`src/rtl/stim_seq_pkg.sv`:
```
// Shared types and constants for the stimulus vector sequencer.
// Holds the FSM state enum, default widths and the MISR step.
package stim_seq_pkg;

  typedef enum logic [1:0] {
    ST_IDLE,
    ST_RUN,
    ST_PAUSE,
    ST_DONE
  } state_e;

  localparam int VEC_W  = 3;
  localparam int ADDR_W = 10;
  localparam int RSP_W  = 6;

  localparam logic [15:0] MISR_POLY = 16'h1021;

  localparam int OBS_BIT      = 2;
  localparam int CONT_EQL_BIT = 1;
  localparam int EQL_BIT      = 0;

  function automatic logic [15:0] misr_next(
    input logic [15:0] s,
    input logic [15:0] d
  );
    logic [15:0] fb;
    fb = s[15] ? MISR_POLY : 16'h0000;
    return {s[14:0], 1'b0} ^ fb ^ d;
  endfunction

endpackage

```
`src/rtl/stim_vec_sequencer_if.sv`:
```
// Vector-memory load bus between the harness loader and the sequencer.
// master drives the write, slave (sequencer) consumes it.
interface stim_vec_sequencer_if #(
  parameter int ADDR_W = stim_seq_pkg::ADDR_W,
  parameter int VEC_W  = stim_seq_pkg::VEC_W
);

  logic              load_we;
  logic [ADDR_W-1:0] load_addr;
  logic [VEC_W-1:0]  load_data;

  modport master (
    output load_we,
    output load_addr,
    output load_data
  );

  modport slave (
    input load_we,
    input load_addr,
    input load_data
  );

endinterface

```
`src/rtl/stim_vec_ram.sv`:
```
// Vector memory: one synchronous write port, one registered read port.
// The read register holds when not enabled and clears on reset.
module stim_vec_ram #(
  parameter int DEPTH  = 1011,
  parameter int ADDR_W = stim_seq_pkg::ADDR_W,
  parameter int VEC_W  = stim_seq_pkg::VEC_W
) (
  input  logic              clock,
  input  logic              reset,
  input  logic              we,
  input  logic [ADDR_W-1:0] waddr,
  input  logic [VEC_W-1:0]  wdata,
  input  logic              re,
  input  logic [ADDR_W-1:0] raddr,
  output logic [VEC_W-1:0]  rdata
);

  logic [VEC_W-1:0] mem [DEPTH];
  logic [VEC_W-1:0] rd_q;
  logic [VEC_W-1:0] rd_d;

  always_comb begin
    rd_d = rd_q;
    if (re) rd_d = mem[raddr];
  end

  // Contents survive reset; only the read register is cleared.
  always_ff @(posedge clock) begin
    if (we) mem[waddr] <= wdata;
  end

  always_ff @(posedge clock) begin
    if (reset) rd_q <= '0;
    else       rd_q <= rd_d;
  end

  assign rdata = rd_q;

endmodule

```
`src/rtl/stim_vec_sequencer.sv`:
```
// Replays preloaded vectors onto DUT pins with run/pause/step control.
// Define STIM_SIGNATURE_EN to compact DUT responses into a 16-bit MISR.
module stim_vec_sequencer #(
  parameter int VEC_W  = stim_seq_pkg::VEC_W,
  parameter int DEPTH  = 1011,
  parameter int ADDR_W = stim_seq_pkg::ADDR_W,
  parameter int RSP_W  = stim_seq_pkg::RSP_W
) (
  input  logic                  clock,
  input  logic                  reset,
  stim_vec_sequencer_if.slave   ld,
  input  logic [ADDR_W:0]       length,
  input  logic                  start,
  input  logic                  stop,
  input  logic                  step,
  input  logic [RSP_W-1:0]      dut_rsp,
  output logic [VEC_W-1:0]      vec_out,
  output logic                  vec_valid,
  output logic [ADDR_W-1:0]     pc,
  output logic                  busy,
  output logic                  done,
  output logic [15:0]           signature
);

  import stim_seq_pkg::*;

  localparam logic [ADDR_W:0] DEPTH_L = (ADDR_W+1)'(DEPTH);

  state_e            state_q, state_d;
  logic [ADDR_W-1:0] pc_q, pc_d;
  logic [ADDR_W:0]   len_q, len_d;
  logic              vec_valid_q;
  logic              issue;
  logic              last;
  logic              clr_sig;
  logic              idle_like;
  logic              ram_we;

  always_ff @(posedge clock) begin
    if (reset) begin
      state_q     <= ST_IDLE;
      pc_q        <= '0;
      len_q       <= '0;
      vec_valid_q <= 1'b0;
    end else begin
      state_q     <= state_d;
      pc_q        <= pc_d;
      len_q       <= len_d;
      vec_valid_q <= issue;
    end
  end

  // stop outranks start, start outranks step.
  always_comb begin
    state_d = state_q;
    pc_d    = pc_q;
    len_d   = len_q;
    issue   = 1'b0;
    clr_sig = 1'b0;
    last    = ({1'b0, pc_q} == len_q - 1'b1);
    unique case (state_q)
      ST_IDLE, ST_DONE: begin
        if (start && !stop) begin
          len_d   = (length > DEPTH_L) ? DEPTH_L : length;
          pc_d    = '0;
          clr_sig = 1'b1;
          state_d = (len_d == '0) ? ST_DONE : ST_RUN;
        end
      end
      ST_RUN: begin
        if (stop) state_d = ST_PAUSE;
        else      issue   = 1'b1;
      end
      ST_PAUSE: begin
        if (!stop) begin
          if (start)     state_d = ST_RUN;
          else if (step) issue   = 1'b1;
        end
      end
      default: state_d = ST_IDLE;
    endcase
    if (issue) begin
      pc_d = pc_q + 1'b1;
      if (last) state_d = ST_DONE;
    end
  end

  always_comb begin
    idle_like = (state_q == ST_IDLE) || (state_q == ST_DONE);
    busy      = (state_q == ST_RUN) || (state_q == ST_PAUSE);
    done      = (state_q == ST_DONE);
    ram_we    = ld.load_we && idle_like &&
                ({1'b0, ld.load_addr} < DEPTH_L);
  end

  stim_vec_ram #(
    .DEPTH  (DEPTH),
    .ADDR_W (ADDR_W),
    .VEC_W  (VEC_W)
  ) u_ram (
    .clock (clock),
    .reset (reset),
    .we    (ram_we),
    .waddr (ld.load_addr),
    .wdata (ld.load_data),
    .re    (issue),
    .raddr (pc_q),
    .rdata (vec_out)
  );

  assign vec_valid = vec_valid_q;
  assign pc        = pc_q;

`ifdef STIM_SIGNATURE_EN
  logic [15:0] sig_q, sig_d;

  // Fold the response one cycle after each issued vector.
  always_comb begin
    sig_d = sig_q;
    if (clr_sig)          sig_d = '0;
    else if (vec_valid_q) sig_d = misr_next(sig_q, 16'(dut_rsp));
  end

  always_ff @(posedge clock) begin
    if (reset) sig_q <= '0;
    else       sig_q <= sig_d;
  end

  assign signature = sig_q;
`else
  logic sig_unused;
  assign sig_unused = ^{dut_rsp, clr_sig};
  assign signature  = 16'h0000;
`endif

endmodule

```
`src/flat_wrapper.sv`:
```
// flat-port wrapper written by rule: the top's interface ports become plain ports
module stim_vec_sequencer_flat import stim_seq_pkg::*;
#(
  parameter int VEC_W  = stim_seq_pkg::VEC_W,
  parameter int DEPTH  = 1011,
  parameter int ADDR_W = stim_seq_pkg::ADDR_W,
  parameter int RSP_W  = stim_seq_pkg::RSP_W
)
  (clock, reset, length, start, stop, step, dut_rsp, vec_out, vec_valid, pc, busy, done, signature, ld_load_we, ld_load_addr, ld_load_data);
  stim_vec_sequencer_if #(.ADDR_W(ADDR_W), .VEC_W(VEC_W)) ld_i ();
  input  logic clock;
  input  logic reset;
  input  logic [ADDR_W:0] length;
  input  logic start;
  input  logic stop;
  input  logic step;
  input  logic [RSP_W-1:0] dut_rsp;
  output logic [VEC_W-1:0] vec_out;
  output logic vec_valid;
  output logic [ADDR_W-1:0] pc;
  output logic busy;
  output logic done;
  output logic [15:0] signature;
  input wire logic [$bits(ld_i.load_we)-1:0] ld_load_we;
  input wire logic [$bits(ld_i.load_addr)-1:0] ld_load_addr;
  input wire logic [$bits(ld_i.load_data)-1:0] ld_load_data;
  assign ld_i.load_we = ld_load_we;
  assign ld_i.load_addr = ld_load_addr;
  assign ld_i.load_data = ld_load_data;
  stim_vec_sequencer #(.VEC_W(VEC_W), .DEPTH(DEPTH), .ADDR_W(ADDR_W), .RSP_W(RSP_W)) u_core (.clock(clock), .reset(reset), .ld(ld_i), .length(length), .start(start), .stop(stop), .step(step), .dut_rsp(dut_rsp), .vec_out(vec_out), .vec_valid(vec_valid), .pc(pc), .busy(busy), .done(done), .signature(signature));
endmodule
```
`config.mk`:
```
export PLATFORM = sky130hd
export DESIGN_NAME = stim_vec_sequencer_flat
export DESIGN_NICKNAME = d
export VERILOG_FILES = /design/src/rtl/stim_seq_pkg.sv /design/src/rtl/stim_vec_sequencer_if.sv /design/src/rtl/stim_vec_ram.sv /design/src/rtl/stim_vec_sequencer.sv /design/src/flat_wrapper.sv
export SDC_FILE = /design/constraint.sdc
export NUM_CORES = 2
export LEC_CHECK = 0
export ABC_AREA = 1
export ABC_CLOCK_PERIOD_IN_PS = 2800
export BUFFER_PORTS_ARGS = -buffer_cell sky130_fd_sc_hd__buf_2
export CAP_MARGIN = 20
export CELL_PAD_IN_SITES_DETAIL_PLACEMENT = 1
export CELL_PAD_IN_SITES_GLOBAL_PLACEMENT = 1
export CORE_UTILIZATION = 40
export DETAILED_ROUTE_END_ITERATION = 8
export PLACE_DENSITY_LB_ADDON = 0.08
export SLEW_MARGIN = 10
export SYNTH_ARGS = -nofsm -noshare
export SYNTH_HDL_FRONTEND = slang
export SYNTH_HIERARCHICAL = 1
export SYNTH_SLANG_ARGS = --single-unit
```
`constraint.sdc`:
```
create_clock -name clock -period 2.8 [get_ports clock]
set_input_delay 0.14 -clock clock [delete_from_list [all_inputs] [get_ports clock]]
set_output_delay 0.14 -clock clock [all_outputs]
set_load 0.03 [all_outputs]
```
Yosys cells after proc, flatten, opt, wreduce, memory -nomap -nowiden. Memories as Yosys holds them, arrays and structs flattened. A register that Yosys moved wholly into a read port is not among the register bits. Cells that the tools add are included.

Bitwise operators: 0. Order comparisons: 2. Reductions and logical operators: 13. Muxes and demuxes: 19. Divide/modulo/power cells: 0. Multipliers: 0. Equality and inequality tests: 4. $add $sub $neg: 2. Shifts and indexed selects: 0.

Operators by type and width (number): $mux 10 (3); $mux 2 (7); $eq 10x11->1 (1); $gt 11x10->1 const B (1); $logic_not 11->1 (1); $mux 11 (1); $sub 11x1->11 const B (1); $add 10x1->10 const B (1); $lt 10x10->1 const B (1); $mux 1 (6); $pmux 2 s3 (1); $eq 2x2->1 const B (2); $reduce_and 2->1 (2); $reduce_bool 2->1 (2); $logic_and 1x1->1 (3); $eq 2x1->1 const B (1); $logic_not 2->1 (1); $logic_or 1x1->1 (2); $pmux 1 s2 (1); $reduce_or 2->1 (1); $logic_not 1->1 (1).

Latch bits: 0. Bits in registers: 24. Memory bits (writable): 3033. Logic and storage cells: 45. ROM bits: 0. Memories kept: 1. Input port bits: 36. Output and inout port bits: 32.

Memories: u_core.u_ram.mem (words 1011, bits a word 3, read ports 1, clocked after memory_dff 1, wr ports 1, RTL line stim_vec_ram.sv:18) `logic [VEC_W-1:0] mem [DEPTH];`.

Logic depth before layout (Yosys ltp).
Word-level depth: 8. Gate-level depth with buffers: 20. Depth with buffers taken out: 17.

Hierarchy. The synthesis kept the hierarchy.

By module, submodules not included: stim_vec_ram (cells an instance 11214, area each 126625.2 µm², sequential area each 91137.4 µm², instances 1); stim_vec_sequencer (cells an instance 284, area each 1789.2 µm², sequential area each 480.5 µm², instances 1).

Worst setup path after synthesis. No wires, ideal clock.

Path type: register -> register. Start point: register u_core.state_q[0]. End point: memory u_core.u_ram.mem[467][0], enable pin. Slack: 0.474 ns. Data arrival time: 2.007 ns. Required time: 2.481 ns. Buffers on the path: 4. Cell stages (with the launch flop): 11. Library setup time: 0.319 ns. Clock period less this slack: 2.326 ns. Cell sequence: dfxtp_1 > inv_1 > ha_1 > nand3_1 > inv_1 > clkbuf_1 > buf_1 > nand2_1 > clkbuf_1 > buf_1 > nor2_1.

Longest elaborated chain between the ends: 6. Elaborated cells between the ends (all ways): 7. Classes of those cells: eq/ne: 1; mux: 2; reduce/logical: 4.

Ends and longest elaborated chain: from (decl) (RTL line stim_vec_sequencer.sv:29) `state_e state_q, state_d;`; from (signal assigned) (RTL line stim_vec_sequencer.sv:46) `state_q <= state_d;`; $eq 2x2->1 or $logic_not 2->1 (tied branches) (RTL line stim_vec_sequencer.sv:89) `idle_like = (state_q == ST_IDLE) || (state_q == ST_DONE);`; $logic_or 1x1->1 * (RTL line stim_vec_sequencer.sv:89); $logic_and 1x1->1 * (2 in series) (RTL line stim_vec_sequencer.sv:92) `ram_we = ld.load_we && idle_like &&`; via u_core.ram_we (RTL line stim_vec_sequencer.sv:37) `logic ram_we;`; $mux 1 * (RTL line stim_vec_ram.sv:29) `if (we) mem[waddr] <= wdata;`; $mux 1 (implied by the code) * (RTL line stim_vec_ram.sv:29); to (decl) (RTL line stim_vec_ram.sv:18).

Mark *: on every way through the listed nets, which the timed path passes. The rest lies on a longest branch.

==> metrics.cfg <==
[run_status]
outcome = finished with violations
violations = setup timing

[timing]
rsz0062_at_grt = yes
tightest_slew_ns = 0.962
fmax_mhz = 342
slew_viol_final = 0
setup_ws_ns = -0.125
relSlewSlack_pct = 35.8
period_share_pct = 104
fin_skew_ns = 0.0470
period_minus_slack_ns = 2.93
setup_viol = 15
hold_viol_final = 0

[hold_path]
hold_path.class = primary input to flip-flop
holdPathStages = 6
min_to = u_core/u_ram/mem[662][2]
holdCritStartpoint = ld_load_addr[3]

[setup_path]
worstSetupEndpointType = flip-flop
cp_cell_sequence = buf_12 -> buf_16 -> buf_12 -> buf_16 -> buf_12 -> buf_12 -> nand2_1 -> nand3_1 -> nand3_1 -> nand3_1 -> nand3_1 -> nand3_2 -> buf_12 -> nand3_1 -> nand3_2 -> nand3_2 -> nand2_2 -> nand2_1 -> nand3_1 -> nand2_1 -> inv_1
start_kind = flip-flop
cp.arrival_ns = 3.76
regToRegSetupSlack_ns = -0.13
cp_slowest_cell = dfxtp_4
max_stage_delay_ns = 0.35
ff2ff_path_depth = 21
worst_ep_required_time_ns = 3.64
crit_top_cell = nand3_1
crit_type = flip-flop to flip-flop
r2r-start = u_core/pc[0]
r2r-end = u_core/u_ram/rdata[0]
critPathMaxFanout = 25

[global_routing]
antenna_found_initial = 37
grt_pass1_vias = 95300
grt.total_usage_pct = 27.8
grt_pass1_wl_um = 656000
grt-ovfl-total = 0
grt_max_degree = 102

[floorplan]
dieWidth_um = 569
start_util_pct = 40.3
rows = 207
die_y_um = 569
coreArea_um2 = 319000
dieArea_um2 = 323000
io_pins = 68

[synth]
async_reset_ff_share_pct = 0
synth_common_cells = nand2_1, edfxtp_1, nand3_1
yosysMostFrequentCell = nand2_1
ys_ff_latch = 3060
synth_edf_count = 3033
yosysTopAreaCellShare_pct = 70.9
yosys_warnings = 6
synthFlopType = edfxtp_1
synth_area_leaders = edfxtp_1, nand3_1, nand2_1, nor2_1, buf_2
synthCells = 11500
ys_types = 37
yosysTopAreaCell = edfxtp_1
syn_avg_cell_area_um2 = 11.2
synth-seq-area-share_pct = 71.3
netlist_area_um2 = 128000

[final_layout]
area_delta_synth_final_pct = 18.2
fin_util_pct = 47.6
drive_gt1_share_pct = 13.2
finish.cell_count_without_fillers = 16200
fill_cells = 33200
nets = 11800

[place]
dpl.cell_count = 15500
place_congestion = 0.828
dp_hpwl_um = 275000
place_ws_ns = -0.508
portBuffers = 45

[power_and_ir_drop]
intPower_mw = 76.1
power_density_nw_per_um2 = 638
sw_frac_of_total_pct = 21.3
p_leak_nw = 52.6
power_switching_mw = 20.6
pwr-share-clk_pct = 45.0
max-vdd-ir-drop_mv = 0.480
power_frac_seq_pct = 52.1
combinationalPowerShare_pct = 2.9

[routing]
viasPerCell = 5.62
drt_wl_total_um = 454000
routedWlPerCell_um = 27.9
first_pass_iters = 5
drt_iter0_markers = 8595
drcViolationCount = 0
via_count = 91300
postRouteAntennaNets = 0

[clocking]
htreeDepth = 5
path_clk_slew_ns = 0.06
clockBufferDepth = 4
cts_tree = built
cts-root-buf = clkbuf_16
clock_latency_ns = 0.94
numCtsBuffers = 342
cts.sinks = 3060

[run]
cap_violations = 0

flip-flops by register name, summed over array words and instances (netlist names):
name / flops
u_core/len_q: 11
u_core/pc: 10
u_core/state_q: 2
u_core/u_ram/mem: 3033
u_core/u_ram/rdata: 3
u_core/vec_valid: 1
worst max path at each step:
stage / start / to / depth (start not counted)
after CTS: u_core/pc[0] / u_core/u_ram/rdata[2] / 18
after floorplan: u_core/state_q[0] / u_core/u_ram/mem[467][0] / 10
after global routing: u_core/pc[0] / u_core/u_ram/rdata[1] / 19
after global placement: u_core/pc[0] / u_core/u_ram/rdata[2] / 18
final: u_core/pc[0] / u_core/u_ram/rdata[0] / 21
after detailed placement: u_core/pc[0] / u_core/u_ram/rdata[2] / 18
metrics by stage:
| stage | hold WS [ns] | instance area (um2) | setup TNS [ns] | power [mW] |
|---|---|---|---|---|
| floorplan | 0.239 | 128000 | 0 | 52.2 |
| global placement | 0.434 | 137000 | -5.79 | 53.9 |
| detailed placement | 0.440 | 137000 | -12.93 | 54.0 |
| CTS | 0.00301 | 151000 | -0.127 | 97.6 |
| global route | 0.113 | 152000 | -1.11 | 99.3 |
| finish | 0.0908 | 152000 | -0.803 | 96.7 |
metal layers:
metal / vias to the layer above / wire length [um] / GRT usage (%)
met4: 2 / 14800 / 8.18
li1: 40800 / - / -
met1: 47100 / 195000 / 37.8
met3: 657 / 26700 / 3.39
met5: - / 7 / 0
met2: 2674 / 218000 / 46.6
cells by family (layout without fill, tap and decap cells):
| group | Yosys count | after routing | synth area share [%] |
|---|---|---|---|
| simple gates | 7342 | 7342 | 24.4 |
| buf+inv | 1008 | 1550 | 3.80 |
| fa+ha+maj | 5 | 5 | 0.0487 |
| flops | 3060 | 3060 | 71.3 |
| xor+xnor | 3 | 3 | 0.0205 |
| other cells | 1 | 25 | 0.00292 |
| compound gates | 79 | 79 | 0.342 |
critical path, delay by kind of cell, from the launching register on:
family / cells / cell delay [ns]
and+or+nand+nor: 13 / 1.29
buffers and inverters: 8 / 1.14
DFF: 1 / 0.35
power groups by stage:
stage / clock network (mW) / registers, mW / logic [mW]
finish: 43.6 / 50.4 / 2.82
floorplan: 0 / 51.3 / 0.880
detailed placement: 0 / 51.3 / 2.63
global route: 45.9 / 50.3 / 3.02
CTS: 44.4 / 50.4 / 2.81
global placement: 0 / 51.3 / 2.60
what timing repair did:
item	in CTS	in global routing
gates cloned	30	3
hold buffers	34	0
buffers inserted	44	6
gates resized for setup	161	291
pin swaps	6	20
endpoints found under the hold margin	636	0
endpoints found under the setup margin	251	1824
cells in the final DEF (no fill, tap or decap), drive strengths merged, types with 12 or more instances in the layout:
cell         synthesis  layout
nand2             3214    3214
buf                590     733
nor2              1128    1128
nand3             2982    2982
bufbuf               0      23
o21ai               39      39
dfxtp               27      27
dlygate4sd3          0      34
inv                132     149
clkinvlp             0      12
clkbuf             283     425
clkinv               3     150
conb                 1      16
edfxtp            3033    3033
bufinv               0      24
a21oi               24      24
cell type report:
type	count	area, um2	area share [%]
flip-flops and latches	3060	91600	60.4
multi-input cells	7445	33500	22.1
repair buffers	793	10100	6.62
clock buffers	422	9010	5.93
well taps	4180	5230	3.45
clock inverters	197	1660	1.10
inverters	135	573	0.378
repair inverters	3	56.3	0.0371
diodes	9	22.5	0.0148
No activity file was read; power rests on OpenSTA's default activity.
